--- src/rtl/vga_pkg.sv ---
// Shared resolution constants, the FIFO entry type and the colour-depth helper for the pixel writer.
// The active resolution is chosen at build time with VGA_RES_320x240 or VGA_RES_640x480 (default 160x120).
package vga_pkg;

`ifdef VGA_RES_640x480
    localparam int COLS = 640;
    localparam int ROWS = 480;
    localparam int nX   = 10;
    localparam int nY   = 9;
    localparam int Mn   = 19;
`elsif VGA_RES_320x240
    localparam int COLS = 320;
    localparam int ROWS = 240;
    localparam int nX   = 9;
    localparam int nY   = 8;
    localparam int Mn   = 17;
`else
    localparam int COLS = 160;
    localparam int ROWS = 120;
    localparam int nX   = 8;
    localparam int nY   = 7;
    localparam int Mn   = 15;
`endif

    localparam int DEPTH = 4;

    typedef struct packed {
        logic [Mn-1:0] addr;
        logic [11:0]   colour;
    } pixel_wr_t;

    // Keep the top nibble of each RGB888 channel.
    function automatic logic [11:0] rgb888_to_444(input logic [23:0] c);
        return {c[23:20], c[15:12], c[7:4]};
    endfunction

endpackage

--- src/rtl/pixel_fifo.sv ---
// Small first-word-fall-through FIFO buffering accepted pixel writes while scan-out owns the memory port.
// Pointers wrap naturally; the count carries one extra bit so full and empty are unambiguous.
module pixel_fifo #(
    parameter int DEPTH = 4,
    parameter int W     = 27
) (
    input  logic         clk,
    input  logic         rst_n,
    input  logic         push,
    input  logic         pop,
    input  logic [W-1:0] din,
    output logic [W-1:0] dout,
    output logic         full,
    output logic         empty
);

    localparam int AW = $clog2(DEPTH);

    logic [W-1:0]  mem_q [DEPTH];
    logic [AW-1:0] wr_ptr_q, wr_ptr_d;
    logic [AW-1:0] rd_ptr_q, rd_ptr_d;
    logic [AW:0]   count_q, count_d;
    logic          do_push, do_pop;

    assign full    = (count_q == (AW+1)'(DEPTH));
    assign empty   = (count_q == '0);
    assign do_push = push && !full;
    assign do_pop  = pop && !empty;
    assign dout    = mem_q[rd_ptr_q];

    always_comb begin
        wr_ptr_d = wr_ptr_q;
        rd_ptr_d = rd_ptr_q;
        count_d  = count_q;
        if (do_push) wr_ptr_d = wr_ptr_q + 1'b1;
        if (do_pop)  rd_ptr_d = rd_ptr_q + 1'b1;
        case ({do_push, do_pop})
            2'b10:   count_d = count_q + 1'b1;
            2'b01:   count_d = count_q - 1'b1;
            default: count_d = count_q;
        endcase
    end

    // Storage has no reset: emptiness is defined purely by the pointers and count.
    always_ff @(posedge clk) begin
        if (do_push) mem_q[wr_ptr_q] <= din;
    end

    always_ff @(posedge clk or negedge rst_n) begin
        if (!rst_n) begin
            wr_ptr_q <= '0;
            rd_ptr_q <= '0;
            count_q  <= '0;
        end else begin
            wr_ptr_q <= wr_ptr_d;
            rd_ptr_q <= rd_ptr_d;
            count_q  <= count_d;
        end
    end

endmodule

--- src/rtl/vga_pixel_writer.sv ---
// Clips, buffers and converts the plot stream into 12-bit video memory writes,
// yielding the memory port to display scan-out whenever it requests it.
module vga_pixel_writer #(
    parameter int nX    = vga_pkg::nX,
    parameter int nY    = vga_pkg::nY,
    parameter int COLS  = vga_pkg::COLS,
    parameter int ROWS  = vga_pkg::ROWS,
    parameter int Mn    = vga_pkg::Mn,
    parameter int DEPTH = vga_pkg::DEPTH
) (
    input  logic          CLOCK_50,
    input  logic          Resetn,
    input  logic [nX-1:0] VGA_X,
    input  logic [nY-1:0] VGA_Y,
    input  logic [23:0]   VGA_COLOR,
    input  logic          plot,
    output logic          in_ready,
    input  logic          scan_req,
    input  logic [Mn-1:0] scan_address,
    output logic [Mn-1:0] mem_address,
    output logic [11:0]   mem_data,
    output logic          mem_wren,
    output logic [15:0]   clip_count,
    output logic          overflow
);

    import vga_pkg::*;

    logic          in_range, fifo_push, fifo_pop, fifo_full, fifo_empty;
    logic [Mn-1:0] pix_addr;
    pixel_wr_t     push_word, head_word;

    logic [Mn-1:0] mem_address_q, mem_address_d;
    logic [11:0]   mem_data_q, mem_data_d;
    logic          mem_wren_q, mem_wren_d;
    logic [15:0]   clip_count_q, clip_count_d;
    logic          overflow_q, overflow_d;

    assign in_range = (VGA_X < nX'(COLS)) && (VGA_Y < nY'(ROWS));
    // Constant multiply; synthesis reduces it to shift-add for the standard widths.
    assign pix_addr = Mn'(VGA_Y) * Mn'(COLS) + Mn'(VGA_X);

    assign push_word.addr   = pix_addr;
    assign push_word.colour = rgb888_to_444(VGA_COLOR);

    // Clipping is decided before fullness, so an off-screen pixel never counts as an overflow.
    assign fifo_push = plot && in_range && !fifo_full;
    assign fifo_pop  = !scan_req && !fifo_empty;

    pixel_fifo #(
        .DEPTH (DEPTH),
        .W     ($bits(pixel_wr_t))
    ) u_fifo (
        .clk   (CLOCK_50),
        .rst_n (Resetn),
        .push  (fifo_push),
        .pop   (fifo_pop),
        .din   (push_word),
        .dout  (head_word),
        .full  (fifo_full),
        .empty (fifo_empty)
    );

    always_comb begin
        mem_address_d = mem_address_q;
        mem_data_d    = mem_data_q;
        mem_wren_d    = 1'b0;
        if (scan_req) begin
            mem_address_d = scan_address;
        end else if (!fifo_empty) begin
            mem_address_d = head_word.addr;
            mem_data_d    = head_word.colour;
            mem_wren_d    = 1'b1;
        end
    end

    always_comb begin
        clip_count_d = clip_count_q;
        overflow_d   = overflow_q;
        if (plot && !in_range && (clip_count_q != 16'hFFFF))
            clip_count_d = clip_count_q + 16'd1;
        if (plot && in_range && fifo_full)
            overflow_d = 1'b1;
    end

    always_ff @(posedge CLOCK_50 or negedge Resetn) begin
        if (!Resetn) begin
            mem_address_q <= '0;
            mem_data_q    <= '0;
            mem_wren_q    <= 1'b0;
            clip_count_q  <= '0;
            overflow_q    <= 1'b0;
        end else begin
            mem_address_q <= mem_address_d;
            mem_data_q    <= mem_data_d;
            mem_wren_q    <= mem_wren_d;
            clip_count_q  <= clip_count_d;
            overflow_q    <= overflow_d;
        end
    end

    assign in_ready    = !fifo_full;
    assign mem_address = mem_address_q;
    assign mem_data    = mem_data_q;
    assign mem_wren    = mem_wren_q;
    assign clip_count  = clip_count_q;
    assign overflow    = overflow_q;

endmodule

--- config.mk ---
export PLATFORM = sky130hd
export DESIGN_NAME = vga_pixel_writer
export DESIGN_NICKNAME = d
export VERILOG_FILES = /design/src/rtl/vga_pkg.sv /design/src/rtl/pixel_fifo.sv /design/src/rtl/vga_pixel_writer.sv
export SDC_FILE = /design/constraint.sdc
export NUM_CORES = 1
export LEC_CHECK = 0
export ABC_CLOCK_PERIOD_IN_PS = 1800
export BUFFER_PORTS_ARGS = -buffer_cell sky130_fd_sc_hd__clkbuf_2
export CELL_PAD_IN_SITES_DETAIL_PLACEMENT = 1
export CELL_PAD_IN_SITES_GLOBAL_PLACEMENT = 2
export CORE_ASPECT_RATIO = 0.5
export CORE_MARGIN = 1.5
export CORE_UTILIZATION = 37
export DETAILED_ROUTE_END_ITERATION = 8
export GPL_ROUTABILITY_DRIVEN = 0
export PLACE_DENSITY_LB_ADDON = 0.1
export SYNTH_ARGS = -nofsm -noshare
export SYNTH_HDL_FRONTEND = slang
export SYNTH_SLANG_ARGS = --single-unit
--- constraint.sdc ---
create_clock -name CLOCK_50 -period 1.8 [get_ports CLOCK_50]
set_input_delay 0.09 -clock CLOCK_50 [delete_from_list [all_inputs] [get_ports CLOCK_50]]
set_output_delay 0.09 -clock CLOCK_50 [all_outputs]
set_load 0.02 [all_outputs]
==> run summary <==
CP required: 2.09 ns
Fill cells: 1734
CP Launch Type: flip-flop
DR iter-0 viols: 158
ANT cells: 0
GRT Total Usage: 0.1670
Final critical-path share of the clock period: 0.9536
Number of global-route vias before repair: 4367
Asr flop ratio synth: 0.3250
TritonRoute pass-1 iters: 8
First-pass GRT wire length: 24020 um
Htree depth: 4
Setup WS pre-CTS: -0.4019 ns
Worst-path fanout max: 2
Max-Cap Viols: 0
Mapped Cells: 398
Share of post-route cells with drive strength above 1: 0.4224
Synthesis-stage register bit count: 160
CTS tree: yes
Clock Sinks: 160
Number of routed nets with antenna violations: 0
Setup violations, final: 0
Status: complete, but fails checks
Sequential area share after synthesis: 0.6752
Layout Nets: 666
FF+latch area: 4548 um^2
DRT Wirelength: 14870 um
Die height: 98.37 um
Post-synth EDFFs: 108
Via Count: 4054
Synth Flop Type: edfxtp_1
Clock root buffer: clkbuf_16
CTS max path bufs: 2
DRC: 4
Pwr/cell area: 1426 nW/um^2
Final worst slack: 0.08361 ns
Synth cell types: 39
Multi-input gate area: 2195 um^2
Placed standard-cell area: 8039 um^2
Worst slew margin: 0.6303
Hpwl dp: 10250 um
Unrepaired setup endpoints after global routing: yes
Initial antenna violation count: 0
Clk_skew: 0.01252 ns
Die width: 193.7 um
Clock latency on the worst-skew pair: 0.42 ns
Row count: 34
Final hold viol count: 0
Largest net degree at the start of global routing: 31
Hold WC Path Type: input pin to flip-flop
Initial Util: 0.3831
Port Buffers: 91
Core area: 17570 um^2
Internal reg-to-reg setup slack: 0.08 ns
Overflow after GRT: 0
Worst Path Arrival: 2.01 ns
Finished Core Util: 0.5148
Syn Area/Cell: 16.91 um^2
Num ports: 104
Setup TNS Final: 0 ns
Drt wl/cell: 17.85 um
Crit path kind: flip-flop to flip-flop
Vias per cell: 4.867
Fmax: 582.6 MHz
Peak VDD IR: 0.7863 mV
LEAKAGE: 3.587 nW
Violated checks: design-rule violations
Layout area overhead: 34.39%
Crit path time final: 1.716 ns
Setup crit end kind: flip-flop
Die area: 19060 um^2
Final Cell Area: 9045 um^2
Worst slew pin tran: 0.5545 ns
Synth warn: 0
Total CTS buffers: 17
Syn nets: 478
Slew Viols, Final: 0
Clock-pin slew of the registers on the worst-case setup and hold paths: 0.07 ns
Syn Std Cell Area: 6730 um^2
[cell usage in the layout (no fill, tap or decap), types with 4 or more instances in the layout]
cell type / instances
and3_1: 4
nand2_1: 26
buf_4: 47
edfxtp_1: 108
nor2_1: 8
xor2_1: 6
mux2i_1: 16
mux2_2: 13
o21ai_0: 19
clkinv_4: 4
clkbuf_2: 89
inv_6: 4
ha_1: 13
nand3_1: 5
nand4_1: 8
inv_1: 11
and2_2: 4
clkbuf_16: 17
dlygate4sd3_1: 32
mux4_2: 27
ha_4: 4
buf_12: 10
xnor2_1: 21
dfrtp_1: 49
[cell families (layout without fill, tap and decap cells)]
family,after synthesis,in the layout,share of synthesized area
XOR/XNOR,29,29,0.03997
AO/OA/AOI/OAI,38,38,0.03551
multiplexers,56,56,0.1359
buffers and inverters,26,227,0.01934
flip-flops,160,160,0.6752
adder cells (fa/ha/maj),22,22,0.04425
AND/OR/NAND/NOR,67,67,0.04982
[repair_timing]
| action | in CTS | in global routing |
|---|---|---|
| setup buffers | 1 | 2 |
| hold buffers | 32 | 0 |
| hold endpoints to repair | 100 | 0 |
| gates resized for setup | 3 | 18 |
| pin swaps | 2 | 1 |
| endpoints found under the setup margin | 1 | 13 |
[routing by layer]
metal | vias to the layer above | track usage | share of wire
li1 | 1893 | - | -
met1 | 2086 | 0.2208 | 0.47
met2 | 61 | 0.2771 | 0.49
met3 | 14 | 0.04456 | 0.036
met4 | 0 | 0.03998 | 0.0071
met5 | - | 0 | 0
[cell usage after synthesis (4+ instances only)]
cell type,number,area share
a21oi_1,4,0.0030
and2_1,5,0.0046
and3_1,4,0.0037
buf_2,8,0.0059
dfrtp_1,52,0.19
edfxtp_1,108,0.48
ha_1,19,0.035
inv_1,13,0.0073
mux2_2,13,0.022
mux2i_1,16,0.024
mux4_2,27,0.090
nand2_1,26,0.015
nand3_1,6,0.0045
nand4_1,8,0.0074
nor2_1,9,0.0050
o21ai_0,20,0.015
xnor2_1,22,0.029
xor2_1,6,0.0078
[final timing paths]
check / from / to / cells after the start
max: u_fifo.count_q[0]$_DFFE_PN0P_ / u_fifo.count_q[2]$_DFFE_PN0P_ / 9
min: scan_address[11] / mem_address[11]$_DFFE_PN0P_ / 3
max reg2reg: u_fifo.count_q[0]$_DFFE_PN0P_ / u_fifo.count_q[2]$_DFFE_PN0P_ / 9
min reg2reg: overflow$_DFFE_PN0P_ / overflow$_DFFE_PN0P_ / 1
max in group asynchronous: Resetn / u_fifo.count_q[2]$_DFFE_PN0P_ / 3
min in group asynchronous: Resetn / mem_data[6]$_DFFE_PN0P_ / 2
[layout make-up]
| type | count | share of cell area |
|---|---|---|
| inverter | 13 | 0.005395 |
| sequential | 160 | 0.5028 |
| clock inverter | 14 | 0.01701 |
| clock buffer | 18 | 0.04855 |
| multi-input combinational | 212 | 0.2426 |
| tap | 234 | 0.03237 |
| timing repair buffer | 182 | 0.1512 |
[stage by stage]
| step | power [mW] | hold slack [ns] | instances |
|---|---|---|---|
| 2_1_floorplan | 7.704 | -0.2056 | 398 |
| 3_3_place_gp | 9.164 | 0.1113 | 766 |
| 3_5_place_dp | 9.273 | 0.1002 | 766 |
| 4_1_cts | 13.03 | 0.01504 | 831 |
| 5_1_grt | 13.58 | 0.02400 | 833 |
| 6_report | 12.90 | 0.03558 | 833 |
[where the power goes]
| group | internal, mW | switching, mW | total [mW] |
|---|---|---|---|
| clock network | 2.10 | 1.50 | 3.60 |
| logic | 1.97 | 2.16 | 4.13 |
| registers | 4.79 | 0.372 | 5.17 |
[sequential cells by signal, summed over array words and instances (netlist names)]
name             count
u_fifo.rd_ptr_q      2
clip_count          16
u_fifo.mem_q       108
mem_address         15
mem_data            12
u_fifo.wr_ptr_q      2
u_fifo.count_q       3
overflow             1
mem_wren             1
[worst max-delay path, cell delays in order (launching register included)]
cell and delay (ns):
dfrtp_1 0.42, buf_6 0.14, nor3_4 0.20, nor2_4 0.06
ha_4 0.16, inv_2 0.04, fa_2 0.18, xor2_1 0.16
nor2_1 0.07, xor2_1 0.16
Note: power is estimated with default switching activity, not from simulation.
